**src/rtl/msl_sel_seq_if.sv**
```systemverilog
// Handshake and loop-filter bus of the mismatch-shaping select sequencer.
// The producer/filter side uses the master modport; the sequencer uses the slave modport.
interface msl_sel_seq_if;
  logic       in_valid;
  logic       in_ready;
  logic [2:0] in_code;
  logic [5:0] sfm0;
  logic [5:0] sfm1;
  logic [5:0] sfm2;
  logic [5:0] sfm3;
  logic [5:0] sfm4;
  logic [5:0] sfm5;
  logic [5:0] sv;
  logic       filt_en;
  logic       sv_valid;
  logic       filt_rstn;
  logic       busy;
  logic [7:0] ovl_cnt;

  modport master (
    output in_valid, in_code, sfm0, sfm1, sfm2, sfm3, sfm4, sfm5,
    input  in_ready, sv, filt_en, sv_valid, filt_rstn, busy, ovl_cnt
  );

  modport slave (
    input  in_valid, in_code, sfm0, sfm1, sfm2, sfm3, sfm4, sfm5,
    output in_ready, sv, filt_en, sv_valid, filt_rstn, busy, ovl_cnt
  );
endinterface

```
**src/rtl/msl_sel_seq.sv**
```systemverilog
// Element-select sequencer for the 6-element mismatch-shaping loop.
// Overload detection and loop-filter flush are built only when MSL_OVL_FLUSH_EN is defined.
//
// state  | meaning
// IDLE   | ready for a DAC code; snapshot SFMs on acceptance
// SEL    | pick one largest unselected element per cycle
// COMMIT | drive sv and pulse filt_en for one cycle
// FLUSH  | hold loop filter in reset for FLUSH_LEN cycles
module msl_sel_seq #(
  parameter int OVL_THR   = 40,
  parameter int FLUSH_LEN = 4
) (
  input  logic         clk,
  input  logic         rstn,
  msl_sel_seq_if.slave bus
);

  if (FLUSH_LEN < 1 || FLUSH_LEN > 15 || OVL_THR < 0 || OVL_THR > 63) begin : g_bad_param
    $error("msl_sel_seq: FLUSH_LEN must be 1..15 and OVL_THR 0..63");
  end

  typedef enum logic [1:0] {
    S_IDLE   = 2'd0,
    S_SEL    = 2'd1,
    S_COMMIT = 2'd2,
    S_FLUSH  = 2'd3
  } state_t;

  localparam logic [3:0] L_FLUSH_M1 = 4'(FLUSH_LEN - 1);

  state_t     r_state;
  logic [5:0] r_snap [6];
  logic [5:0] r_acc;
  logic [2:0] r_rem;
  logic       r_ovl;
  logic [5:0] r_sv;
  logic       r_filt_en;
  logic       r_filt_rstn;
  logic [3:0] r_flush_cnt;
  logic [7:0] r_ovl_cnt;

  logic [5:0] w_sfm_in [6];
  logic [2:0] w_code;
  logic       w_ovl;
  logic [5:0] w_pick_oh;
  logic [5:0] w_best;
  logic       w_found;

  assign w_sfm_in[0] = bus.sfm0;
  assign w_sfm_in[1] = bus.sfm1;
  assign w_sfm_in[2] = bus.sfm2;
  assign w_sfm_in[3] = bus.sfm3;
  assign w_sfm_in[4] = bus.sfm4;
  assign w_sfm_in[5] = bus.sfm5;

  assign w_code = (bus.in_code == 3'd7) ? 3'd6 : bus.in_code;

`ifdef MSL_OVL_FLUSH_EN
  localparam logic [5:0] L_OVL_THR = 6'(OVL_THR);

  always_comb begin
    w_ovl = 1'b0;
    for (int i = 0; i < 6; i++) begin
      if (w_sfm_in[i] >= L_OVL_THR) w_ovl = 1'b1;
    end
  end
`else
  assign w_ovl = 1'b0;
`endif

  // Strict '>' while scanning upward keeps ties on the lowest index.
  always_comb begin
    w_pick_oh = '0;
    w_best    = '0;
    w_found   = 1'b0;
    for (int i = 0; i < 6; i++) begin
      if (!r_acc[i] && (!w_found || r_snap[i] > w_best)) begin
        w_found      = 1'b1;
        w_best       = r_snap[i];
        w_pick_oh    = '0;
        w_pick_oh[i] = 1'b1;
      end
    end
  end

  always_ff @(posedge clk or negedge rstn) begin
    if (!rstn) begin
      r_state     <= S_IDLE;
      r_snap      <= '{default: 6'd0};
      r_acc       <= '0;
      r_rem       <= '0;
      r_ovl       <= 1'b0;
      r_sv        <= '0;
      r_filt_en   <= 1'b0;
      r_filt_rstn <= 1'b0;
      r_flush_cnt <= '0;
      r_ovl_cnt   <= '0;
    end else begin
      r_filt_en <= 1'b0;
      case (r_state)
        S_IDLE: begin
          r_filt_rstn <= 1'b1;
          if (bus.in_valid) begin
            r_snap  <= w_sfm_in;
            r_acc   <= '0;
            r_rem   <= w_code;
            r_ovl   <= w_ovl;
            r_state <= (w_code != 3'd0) ? S_SEL : S_COMMIT;
          end
        end
        S_SEL: begin
          r_acc <= r_acc | w_pick_oh;
          r_rem <= r_rem - 3'd1;
          if (r_rem == 3'd1) r_state <= S_COMMIT;
        end
        S_COMMIT: begin
          r_sv      <= r_acc;
          r_filt_en <= 1'b1;
          if (r_ovl) begin
            r_state     <= S_FLUSH;
            r_filt_rstn <= 1'b0;
            r_flush_cnt <= L_FLUSH_M1;
            if (r_ovl_cnt != 8'hFF) r_ovl_cnt <= r_ovl_cnt + 8'd1;
          end else begin
            r_state <= S_IDLE;
          end
        end
        S_FLUSH: begin
          if (r_flush_cnt == 4'd0) begin
            r_filt_rstn <= 1'b1;
            r_state     <= S_IDLE;
          end else begin
            r_flush_cnt <= r_flush_cnt - 4'd1;
          end
        end
        default: r_state <= S_IDLE;
      endcase
    end
  end

  assign bus.in_ready  = rstn & (r_state == S_IDLE);
  assign bus.sv        = r_sv;
  assign bus.filt_en   = r_filt_en;
  assign bus.sv_valid  = r_filt_en;
  assign bus.filt_rstn = r_filt_rstn;
  assign bus.busy      = (r_state != S_IDLE);
  assign bus.ovl_cnt   = r_ovl_cnt;

endmodule

```
**src/flat_wrapper.sv**
```systemverilog
// flat-port wrapper written by rule: the top's interface ports become plain ports
module msl_sel_seq_flat 
#(
  parameter int OVL_THR   = 40,
  parameter int FLUSH_LEN = 4
)
  (clk, rstn, bus_in_valid, bus_in_code, bus_sfm0, bus_sfm1, bus_sfm2, bus_sfm3, bus_sfm4, bus_sfm5, bus_in_ready, bus_sv, bus_filt_en, bus_sv_valid, bus_filt_rstn, bus_busy, bus_ovl_cnt);
  msl_sel_seq_if bus_i ();
  input  logic clk;
  input  logic rstn;
  input wire logic [$bits(bus_i.in_valid)-1:0] bus_in_valid;
  input wire logic [$bits(bus_i.in_code)-1:0] bus_in_code;
  input wire logic [$bits(bus_i.sfm0)-1:0] bus_sfm0;
  input wire logic [$bits(bus_i.sfm1)-1:0] bus_sfm1;
  input wire logic [$bits(bus_i.sfm2)-1:0] bus_sfm2;
  input wire logic [$bits(bus_i.sfm3)-1:0] bus_sfm3;
  input wire logic [$bits(bus_i.sfm4)-1:0] bus_sfm4;
  input wire logic [$bits(bus_i.sfm5)-1:0] bus_sfm5;
  output wire logic [$bits(bus_i.in_ready)-1:0] bus_in_ready;
  output wire logic [$bits(bus_i.sv)-1:0] bus_sv;
  output wire logic [$bits(bus_i.filt_en)-1:0] bus_filt_en;
  output wire logic [$bits(bus_i.sv_valid)-1:0] bus_sv_valid;
  output wire logic [$bits(bus_i.filt_rstn)-1:0] bus_filt_rstn;
  output wire logic [$bits(bus_i.busy)-1:0] bus_busy;
  output wire logic [$bits(bus_i.ovl_cnt)-1:0] bus_ovl_cnt;
  assign bus_i.in_valid = bus_in_valid;
  assign bus_i.in_code = bus_in_code;
  assign bus_i.sfm0 = bus_sfm0;
  assign bus_i.sfm1 = bus_sfm1;
  assign bus_i.sfm2 = bus_sfm2;
  assign bus_i.sfm3 = bus_sfm3;
  assign bus_i.sfm4 = bus_sfm4;
  assign bus_i.sfm5 = bus_sfm5;
  assign bus_in_ready = bus_i.in_ready;
  assign bus_sv = bus_i.sv;
  assign bus_filt_en = bus_i.filt_en;
  assign bus_sv_valid = bus_i.sv_valid;
  assign bus_filt_rstn = bus_i.filt_rstn;
  assign bus_busy = bus_i.busy;
  assign bus_ovl_cnt = bus_i.ovl_cnt;
  msl_sel_seq #(.OVL_THR(OVL_THR), .FLUSH_LEN(FLUSH_LEN)) u_core (.clk(clk), .rstn(rstn), .bus(bus_i));
endmodule
```
**config.mk**
```make
export PLATFORM = sky130hd
export DESIGN_NAME = msl_sel_seq_flat
export DESIGN_NICKNAME = d
export VERILOG_FILES = /design/src/rtl/msl_sel_seq_if.sv /design/src/rtl/msl_sel_seq.sv /design/src/flat_wrapper.sv
export SDC_FILE = /design/constraint.sdc
export NUM_CORES = 1
export LEC_CHECK = 0
export ABC_CLOCK_PERIOD_IN_PS = 10800
export BUFFER_PORTS_ARGS = -buffer_cell sky130_fd_sc_hd__buf_2
export CORE_ASPECT_RATIO = 0.5
export CORE_MARGIN = 2
export CORE_UTILIZATION = 30
export CTS_CLUSTER_DIAMETER = 120
export DETAILED_ROUTE_END_ITERATION = 12
export MAX_ROUTING_LAYER = met4
export SYNTH_ARGS = -nofsm -noshare
export SYNTH_HDL_FRONTEND = slang
export SYNTH_SLANG_ARGS = --single-unit
```
**constraint.sdc**
```tcl
create_clock -name clk -period 10.8 [get_ports clk]
set_clock_uncertainty 0.05 [all_clocks]
set_input_delay 2.7 -clock clk [delete_from_list [all_inputs] [get_ports clk]]
set_output_delay 2.7 -clock clk [all_outputs]
set_load 0.05 [all_outputs]
```
==> flow_summary.ini, run 1 <==
[run_status]
status = completed

[hold_path]
min_path_type = flip-flop to flip-flop
min_from = u_core.bus.filt_rstn
hold_depth = 1
hold_path_end = u_core.bus.filt_rstn

[placement]
dp_cells = 554
dp_slack_ns = 1.84
dp_hpwl_um = 6000
placement.io_buffers = 52
gp_congestion = 0.893

[setup_path]
end_kind = flip-flop
start_kind = flip-flop
cp.required_ns = 10.95
crit_slowest_cell = o41ai_4
r2r-end = u_core.r_acc[1]
critPathMaxStageDelay_ns = 0.65
cp.arrival_ns = 9.18
cp_num_buf_inv = 1
ff2ff_path_depth = 33
rrSetupSlack_ns = 1.77
critical_path_depth = 33
path_delay_family = compound AO/OA/AOI/OAI gates
cp_common_cell = ha_1
timing.rr.start = u_core.r_acc[0]
worstSetupPathType = flip-flop to flip-flop
crit_fanout = 15

[layout]
final_common_cell = dfrtp_1
final_cell_mix = 59 x dfrtp_1, 52 x buf_2, 43 x mux2_2
nFillCells = 1212
nets = 479
layoutNonFillerInstCount = 571
drive_gt1_share_pct = 31.9
layout-area-overhead-vs-synth_pct = 17.7

[route]
drtPass1Iterations = 4
routed_wl_um = 7990
drtIter0Drc = 161
vias = 2732
wl_per_cell_um = 14.0
wl_met1_um = 3970
drc = 0
postRouteAntennaNets = 0
wl_met3_um = 362
vias_per_cell = 4.78
route.top_layer_used = met4
routed-wl-met2_um = 3570

[timing]
period_share_pct = 83.6
min_period_ns = 9.03
hold_viol = 0
fin_tns_setup_ns = 0
rsz0062_at_grt = false
setup_viol = 0
slew_violations = 0
setup_slack_ns = 1.77
max_freq_ghz = 0.111
max_slew_margin_pct = 48.9
tightest_slew_ns = 0.766

[synth]
syn_area_mm2 = 0.00374
yosysUniqueCellTypes = 56
synthXorXnorAreaFrac_pct = 0.703
ys_seq_area_share_pct = 39.5
synthMuxAreaShare_pct = 13.6
synth_seq_cells = 59
synthAdderAreaFrac_pct = 12.4
synthFlopType = dfrtp_1
synth_edf_count = 0
synth_compound_gate_area_share_pct = 17.8
yosysWarnings = 0
synthArstFlopShare_pct = 100
syn_inst = 348
syn-mean-instance-area_um2 = 10.7
synth_top_family_by_area = compound AO/OA/AOI/OAI gates
synthSimpleGateAreaFrac_pct = 10.6

[global_routing]
grt-ovfl-total = 0
grt.total_usage_pct = 13.1
grt_pass1_vias = 2697
grt_pass1_wl_um = 13600
grt_max_degree = 61
antenna_found_initial = 1

[floorplan]
initial_core_util_pct = 31.2
dieWidth_um = 162
die_height_um = 82.9
core_area_mm2 = 0.0120
pin_count = 61
dieArea_mm2 = 0.0134
num_rows = 28

[cts]
post_cts_buffers = 0
cts.sinks = 59
cts_buffers = 9
cts.path.max_buffers = 2
clkSlewWorstSetupHoldPaths_ns = 0.05
insertion_delay_ns = 0.33
ctsHoldBuffers = 0
cts_resized = 0
cts_max_level = 3
cts_root_buf = clkbuf_16
tritoncts = yes

[flow_run]
maxCapViolations = 0
==> synth_stat cells, drive strengths merged, types with 4 or more instances <==
cell    number  share of area [%]
a311oi       9                2.1
and4         4               0.94
a21oi       17                2.3
nand2       21                2.1
nor2        24                2.4
nand3        6               0.80
buf         18                3.1
ha          37                 12
o31a         5                1.2
inv         20                2.0
nor2b        9                1.5
a21o         9                1.8
or2          4               0.67
a31oi        6                1.0
mux2        44                 13
dfrtp       59                 40
o21ai       10                1.4
==> worst max path at each step <==
stage | from | to | slack, ns
global route | u_core.r_acc[0] | u_core.r_acc[1] | 1.09
detailed placement | u_core.r_acc[0] | u_core.r_acc[1] | 1.84
finish | u_core.r_acc[0] | u_core.r_acc[1] | 1.77
CTS | u_core.r_acc[0] | u_core.r_acc[1] | 1.77
floorplan | u_core.r_acc[0] | u_core.r_acc[3] | 2.70
global placement | u_core.r_acc[0] | u_core.r_acc[3] | 2.12
==> metrics by stage <==
stage          util, %  cell area (um^2)  hold slack, ns
4_1_cts           36.7              4400           0.426
6_report          36.7              4400           0.417
3_3_place_gp      34.4              4120           0.410
2_1_floorplan        -              3760           0.396
3_5_place_dp      34.4              4120           0.414
5_1_grt           36.7              4400           0.437
==> metal layers <==
layer / up-vias / global-route usage, %
li1: 1361 / -
met1: 1313 / 17.1
met2: 50 / 19.8
met3: 8 / 4.25
met4: 0 / 3.30
met5: - / -
==> area by class of cell <==
type / instances / area (um^2) / area share, %
Clock buffer: 14 / 264 / 6.00
Inverter: 20 / 75.1 / 1.71
Tap cell: 165 / 206 / 4.69
Antenna cell: 1 / 2.50 / 0.0569
Multi-Input combinational cell: 256 / 2090 / 47.5
Sequential cell: 59 / 1480 / 33.6
Clock inverter: 2 / 10.0 / 0.228
Timing Repair Buffer: 54 / 275 / 6.26
==> registers in the layout, indices dropped and copies added, names as in the netlist <==
register              count
u_core.r_flush_cnt        4
u_core.r_acc              6
u_core.bus.sv             6
u_core.r_state            2
u_core.bus.filt_rstn      1
u_core.r_rem              3
u_core.bus.filt_en        1
u_core.r_snap            36
==> cells by family after synthesis <==
family | after synthesis
AO/OA/AOI/OAI | 83
AND/OR/NAND/NOR | 80
flip-flops | 59
multiplexers | 45
buffers and inverters | 40
adder cells (fa/ha/maj) | 37
XOR/XNOR | 3
other | 1
Power of run 1 is not shown: default switching activity piles up to over one toggle a cycle in this logic, so the estimate is an artifact.
==> run 2, diff against run 1 <==
- ABC_AREA: default -> 1
- ABC_CLOCK_PERIOD_IN_PS: 10800 -> 7300
- clock period: 10.8 -> 7.3 ns (I/O delays scaled with it)
==> run 2 against run 1 <==
Compared with the run above:
- design area up 3.0%
- sequential cell count unchanged
- count of clock-buffer cells in the layout decreased by 5
- non-clock buffer count grew 4
- core utilization is 1.3 points higher
- synthesized cell count is 40% higher
- critical path depth increased by 20
- routed wire length up 8.9%
- area after synthesis shrank 1.0%
- setup slack worse by 1.2 ns
- via count is 14% higher
- fmax increased by 35%
- critical endpoint is now u_core.r_acc[2]
==> flow_summary.ini, run 2 <==
[run_status]
status = completed

[setup_path]
worstSetupPathType = flip-flop to flip-flop
cp.arrival_ns = 6.89
ff2ff_path_depth = 53
crit_slowest_cell = dfrtp_2
timing.rr.start = u_core.r_acc[0]
start_kind = flip-flop
r2r-end = u_core.r_acc[2]
rrSetupSlack_ns = 0.62
cp.required_ns = 7.50
critPathMaxStageDelay_ns = 0.50
crit_fanout = 11
end_kind = flip-flop
cp_common_cell = nand2_1

[hold_path]
hold_depth = 1
hold_path_end = u_core.bus.filt_rstn
min_path_type = flip-flop to flip-flop
min_from = u_core.bus.filt_rstn

[floorplan]
pin_count = 61
num_rows = 28
initial_core_util_pct = 31.1
dieWidth_um = 161
die_height_um = 82.5
dieArea_mm2 = 0.0133
core_area_mm2 = 0.0119

[cts]
cts.path.max_buffers = 2
cts_root_buf = clkbuf_16
tritoncts = yes
cts_buffers = 9
cts_max_level = 3
cts.sinks = 59
insertion_delay_ns = 0.34
clkSlewWorstSetupHoldPaths_ns = 0.06

[route]
routed_wl_um = 8700
vias_per_cell = 4.34
wl_per_cell_um = 12.2
postRouteAntennaNets = 0
vias = 3105
drc = 0
drtIter0Drc = 216
drtPass1Iterations = 4

[synth]
syn_area_mm2 = 0.00370
synthMuxAreaShare_pct = 0.575
synthFlopType = dfrtp_1
synth.top_cells.by_count = 166 x nand2_1, 60 x inv_1, 59 x dfrtp_1, 43 x nand3_1, 37 x ha_1
yosysWarnings = 0
synthArstFlopShare_pct = 100
synth_top_cell_area_share_pct = 39.9
ys_seq_area_share_pct = 39.9
synth_area_leader_cell = dfrtp_1
synthAdderAreaFrac_pct = 12.5
yosysUniqueCellTypes = 35
synth.area.top_cells = dfrtp_1 40%, nand2_1 17%, ha_1 13%
synthSimpleGateAreaFrac_pct = 28.8
syn-mean-instance-area_um2 = 7.60
yosysMostFrequentCell = nand2_1
synth_top_family_by_area = simple AND/OR/NAND/NOR gates
synth_compound_gate_area_share_pct = 8.22
synth_edf_count = 0
synth_seq_cells = 59
synthXorXnorAreaFrac_pct = 0.473
syn_inst = 487

[timing]
setup_viol = 0
tightest_slew_ns = 0.855
slew_violations = 0
period_share_pct = 91.5
max_freq_ghz = 0.150
whs_ns = 0.424
min_period_ns = 6.68
hold_viol = 0
max_slew_margin_pct = 42.8

[layout]
largest_reg_flops = 36
nets = 624
diodes = 0
nFillCells = 1257
drive_gt1_share_pct = 19.3
final_common_cell = nand2_1
regMostFlops = u_core.r_snap
layout-area-overhead-vs-synth_pct = 22.4
final_cell_mix = 161 x nand2_1, 59 x inv_1, 58 x dfrtp_1

[placement]
gp_congestion = 0.880
dp_hpwl_um = 6510
placement.io_buffers = 52

[global_routing]
grt_max_degree = 61
antenna_found_initial = 0
grt.total_usage_pct = 14.5
grt-ovfl-total = 0
grt_pass1_vias = 3008
grt_pass1_wl_um = 14500

[flow_run]
maxCapViolations = 0
## run 2: cell count changes after synthesis, sizes merged, moves of 9 or more
cell | previous run | this run
nand3 | 6 | 43
inv | 20 | 63
a311oi | 9 | 0
o21ai | 10 | 22
mux2 | 44 | 1
a21o | 9 | 0
nand2 | 21 | 171
nor2b | 9 | 0
## run 2: cell families after synthesis
| family | Yosys count |
|---|---|
| compound gates | 53 |
| xor+xnor | 2 |
| fa+ha+maj | 37 |
| buf+inv | 82 |
| flops | 59 |
| mux | 2 |
| other cells | 1 |
| simple gates | 251 |
## run 2: area by class of cell
class,instances,area (um^2),share of cell area [%]
inverter,64,245,5.42
clock inverter,7,92.6,2.04
timing repair buffer,58,305,6.74
tap,165,206,4.56
sequential,59,1480,32.6
multi-input combinational,353,1980,43.6
clock buffer,9,225,4.97
## run 2: timing repair
action                                  4_1_cts  5_1_grt
buffers inserted                              0        4
gates resized for setup                       0       24
endpoints found under the setup margin        0        5
hold buffers                                  0        0
## run 2: layer usage
layer	GRT usage, %	part of all wire, %	vias to the layer above
li1	-	-	1643
met1	19.4	53	1411
met2	21.5	43	45
met3	3.65	3.1	6
met4	4.64	0.98	0
met5	-	0	-
## run 2: critical path, delay by kind of cell (launching register included)
kind	cells	cell delay, ns
AOI/OAI and AO/OA	3	0.55
adders and majority gates	5	1.37
buffers and inverters	3	0.18
DFF	1	0.50
and+or+nand+nor	42	3.92
## run 2: per-stage QoR
stage	std cells	setup TNS [ns]	utilization, %	instance area [um^2]	setup WS [ns]
floorplan	494	0	-	3730	1.41
finish	715	0	38.0	4530	0.619
CTS	711	0	37.1	4420	0.531
global route	715	-0.0480	38.0	4530	-0.0295
detailed placement	695	0	34.4	4100	0.564
global placement	695	0	34.4	4100	0.653
## run 2: worst max path at each step
stage	from	end	slack, ns	cells past startpoint
floorplan	u_core.r_acc[0]	u_core.r_acc[1]	1.41	55
global placement	u_core.r_acc[0]	u_core.r_acc[2]	0.65	55
detailed placement	u_core.r_acc[0]	u_core.r_acc[2]	0.56	55
CTS	u_core.r_acc[0]	u_core.r_acc[2]	0.53	54
global route	u_core.r_acc[0]	u_core.r_acc[2]	-0.03	54
finish	u_core.r_acc[0]	u_core.r_acc[2]	0.62	53
Power of run 2 is left out for the same reason.
==> run 3, diff against run 2 <==
- GPL_TIMING_DRIVEN: default -> 0
- REMOVE_ABC_BUFFERS: default -> 1
==> run 3 against run 2 <==
Compared with the run above:
- cell count shrank 0.14%
- core utilization shrank 0.17 points
- global-route usage shrank 0.98 points
- setup slack gained 0.025 ns
- design area shrank 0.44%
- critical path depth grew 2
- sequential cell count is the same
- first-iteration DRC count shrank 51%
- via count shrank 1.3%
==> flow_summary.ini, run 3 (synthesized netlist as in run 2, its figures left out) <==
[run_status]
status = completed

[floorplan]
initial_core_util_pct = 31.1
pin_count = 61
num_rows = 28
core_area_mm2 = 0.0119
dieArea_mm2 = 0.0133
dieWidth_um = 161
die_height_um = 82.5

[timing]
slew_violations = 0
tightest_slew_ns = 0.895
min_period_ns = 6.66
max_slew_margin_pct = 40.2
max_freq_ghz = 0.150
setup_viol = 0
period_share_pct = 91.2
hold_viol = 0
whs_ns = 0.412

[setup_path]
cp_common_cell = nand2_1
end_kind = flip-flop
rrSetupSlack_ns = 0.64
start_kind = flip-flop
crit_fanout = 12
ff2ff_path_depth = 55
cp.arrival_ns = 6.85
timing.rr.start = u_core.r_acc[0]
critPathMaxStageDelay_ns = 0.49
cp.required_ns = 7.49
crit_path_start = u_core.r_acc[0]
worstSetupPathType = flip-flop to flip-flop
crit_slowest_cell = dfrtp_2

[layout]
final_cell_mix = 159 x nand2_1, 58 x inv_1, 58 x dfrtp_1
diodes = 0
drive_gt1_share_pct = 20.0
regArea_mm2 = 0.00148
regMostFlops = u_core.r_snap
finish.utilization_pct = 37.8
nFillCells = 1257
layout-area-overhead-vs-synth_pct = 21.8
final_common_cell = nand2_1
nets = 623
multi_input_area_mm2 = 0.00199
largest_reg_flops = 36

[cts]
ctsHoldBuffers = 0
cts_buffers = 9
cts_root_buf = clkbuf_16
cts.sinks = 59
cts_max_level = 3
clkSlewWorstSetupHoldPaths_ns = 0.05
insertion_delay_ns = 0.33
tritoncts = yes
cts.path.max_buffers = 2

[placement]
dp_hpwl_um = 5890
placement.io_buffers = 52
gp_congestion = 0.788

[route]
vias_per_cell = 4.29
postRouteAntennaNets = 0
routed_wl_um = 7920
drtIter0Drc = 105
drtPass1Iterations = 4
drc = 0
wl_per_cell_um = 11.1
vias = 3066

[hold_path]
hold_depth = 1
min_path_type = flip-flop to flip-flop
min_from = u_core.r_flush_cnt[0]

[global_routing]
grt_pass1_wl_um = 13600
grt_max_degree = 61
grt.total_usage_pct = 13.5
grt-ovfl-total = 0
antenna_found_initial = 0
grt_pass1_vias = 3002

[flow_run]
maxCapViolations = 0
-- run 3: what timing repair did --
item                                    4_1_cts  5_1_grt
endpoints found under the setup margin        0        5
setup buffers                                 0        5
resized for setup                             0       27
-- run 3: critical path: cells and delay by family (launching register included) --
family	cells	cell delay [ns]
and+or+nand+nor	41	3.73
adders and majority gates	5	1.38
AOI/OAI and AO/OA	4	0.67
DFF	1	0.49
buffers and inverters	5	0.24
-- run 3: layer usage --
metal  vias up  part of all wire [%]  track usage, %
met5         -                     0               -
met4         0                   1.4            4.73
met3        10                   3.3            3.35
met2        39                    44            22.7
met1      1376                    51            16.1
li1       1641                     -               -
-- run 3: stage by stage --
step / cells / TNS [ns] / cell area (um^2) / worst slack [ns]
after detailed placement: 693 / 0 / 4080 / 0.422
after global placement: 693 / 0 / 4080 / 0.498
after floorplan: 476 / 0 / 3620 / 1.40
final: 714 / 0 / 4510 / 0.644
after global routing: 714 / -0.0920 / 4510 / -0.0378
after CTS: 709 / 0 / 4380 / 0.378
-- run 3: path summary, 6_finish.rpt --
kind                                    endpoint
min reg2reg                u_core.r_flush_cnt[0]
min in group asynchronous      u_core.r_snap[27]
max reg2reg                      u_core.r_acc[0]
max in group asynchronous        u_core.r_acc[0]
min                        u_core.r_flush_cnt[0]
max                              u_core.r_acc[0]
-- run 3: cell type report --
class,count,share of cell area [%]
multi-input cells,353,44.0
flip-flops and latches,59,32.8
repair buffers,57,6.66
clock buffers,11,5.38
inverters,64,5.38
well taps,165,4.58
clock inverters,5,1.17
Power of run 3 is left out for the same reason.
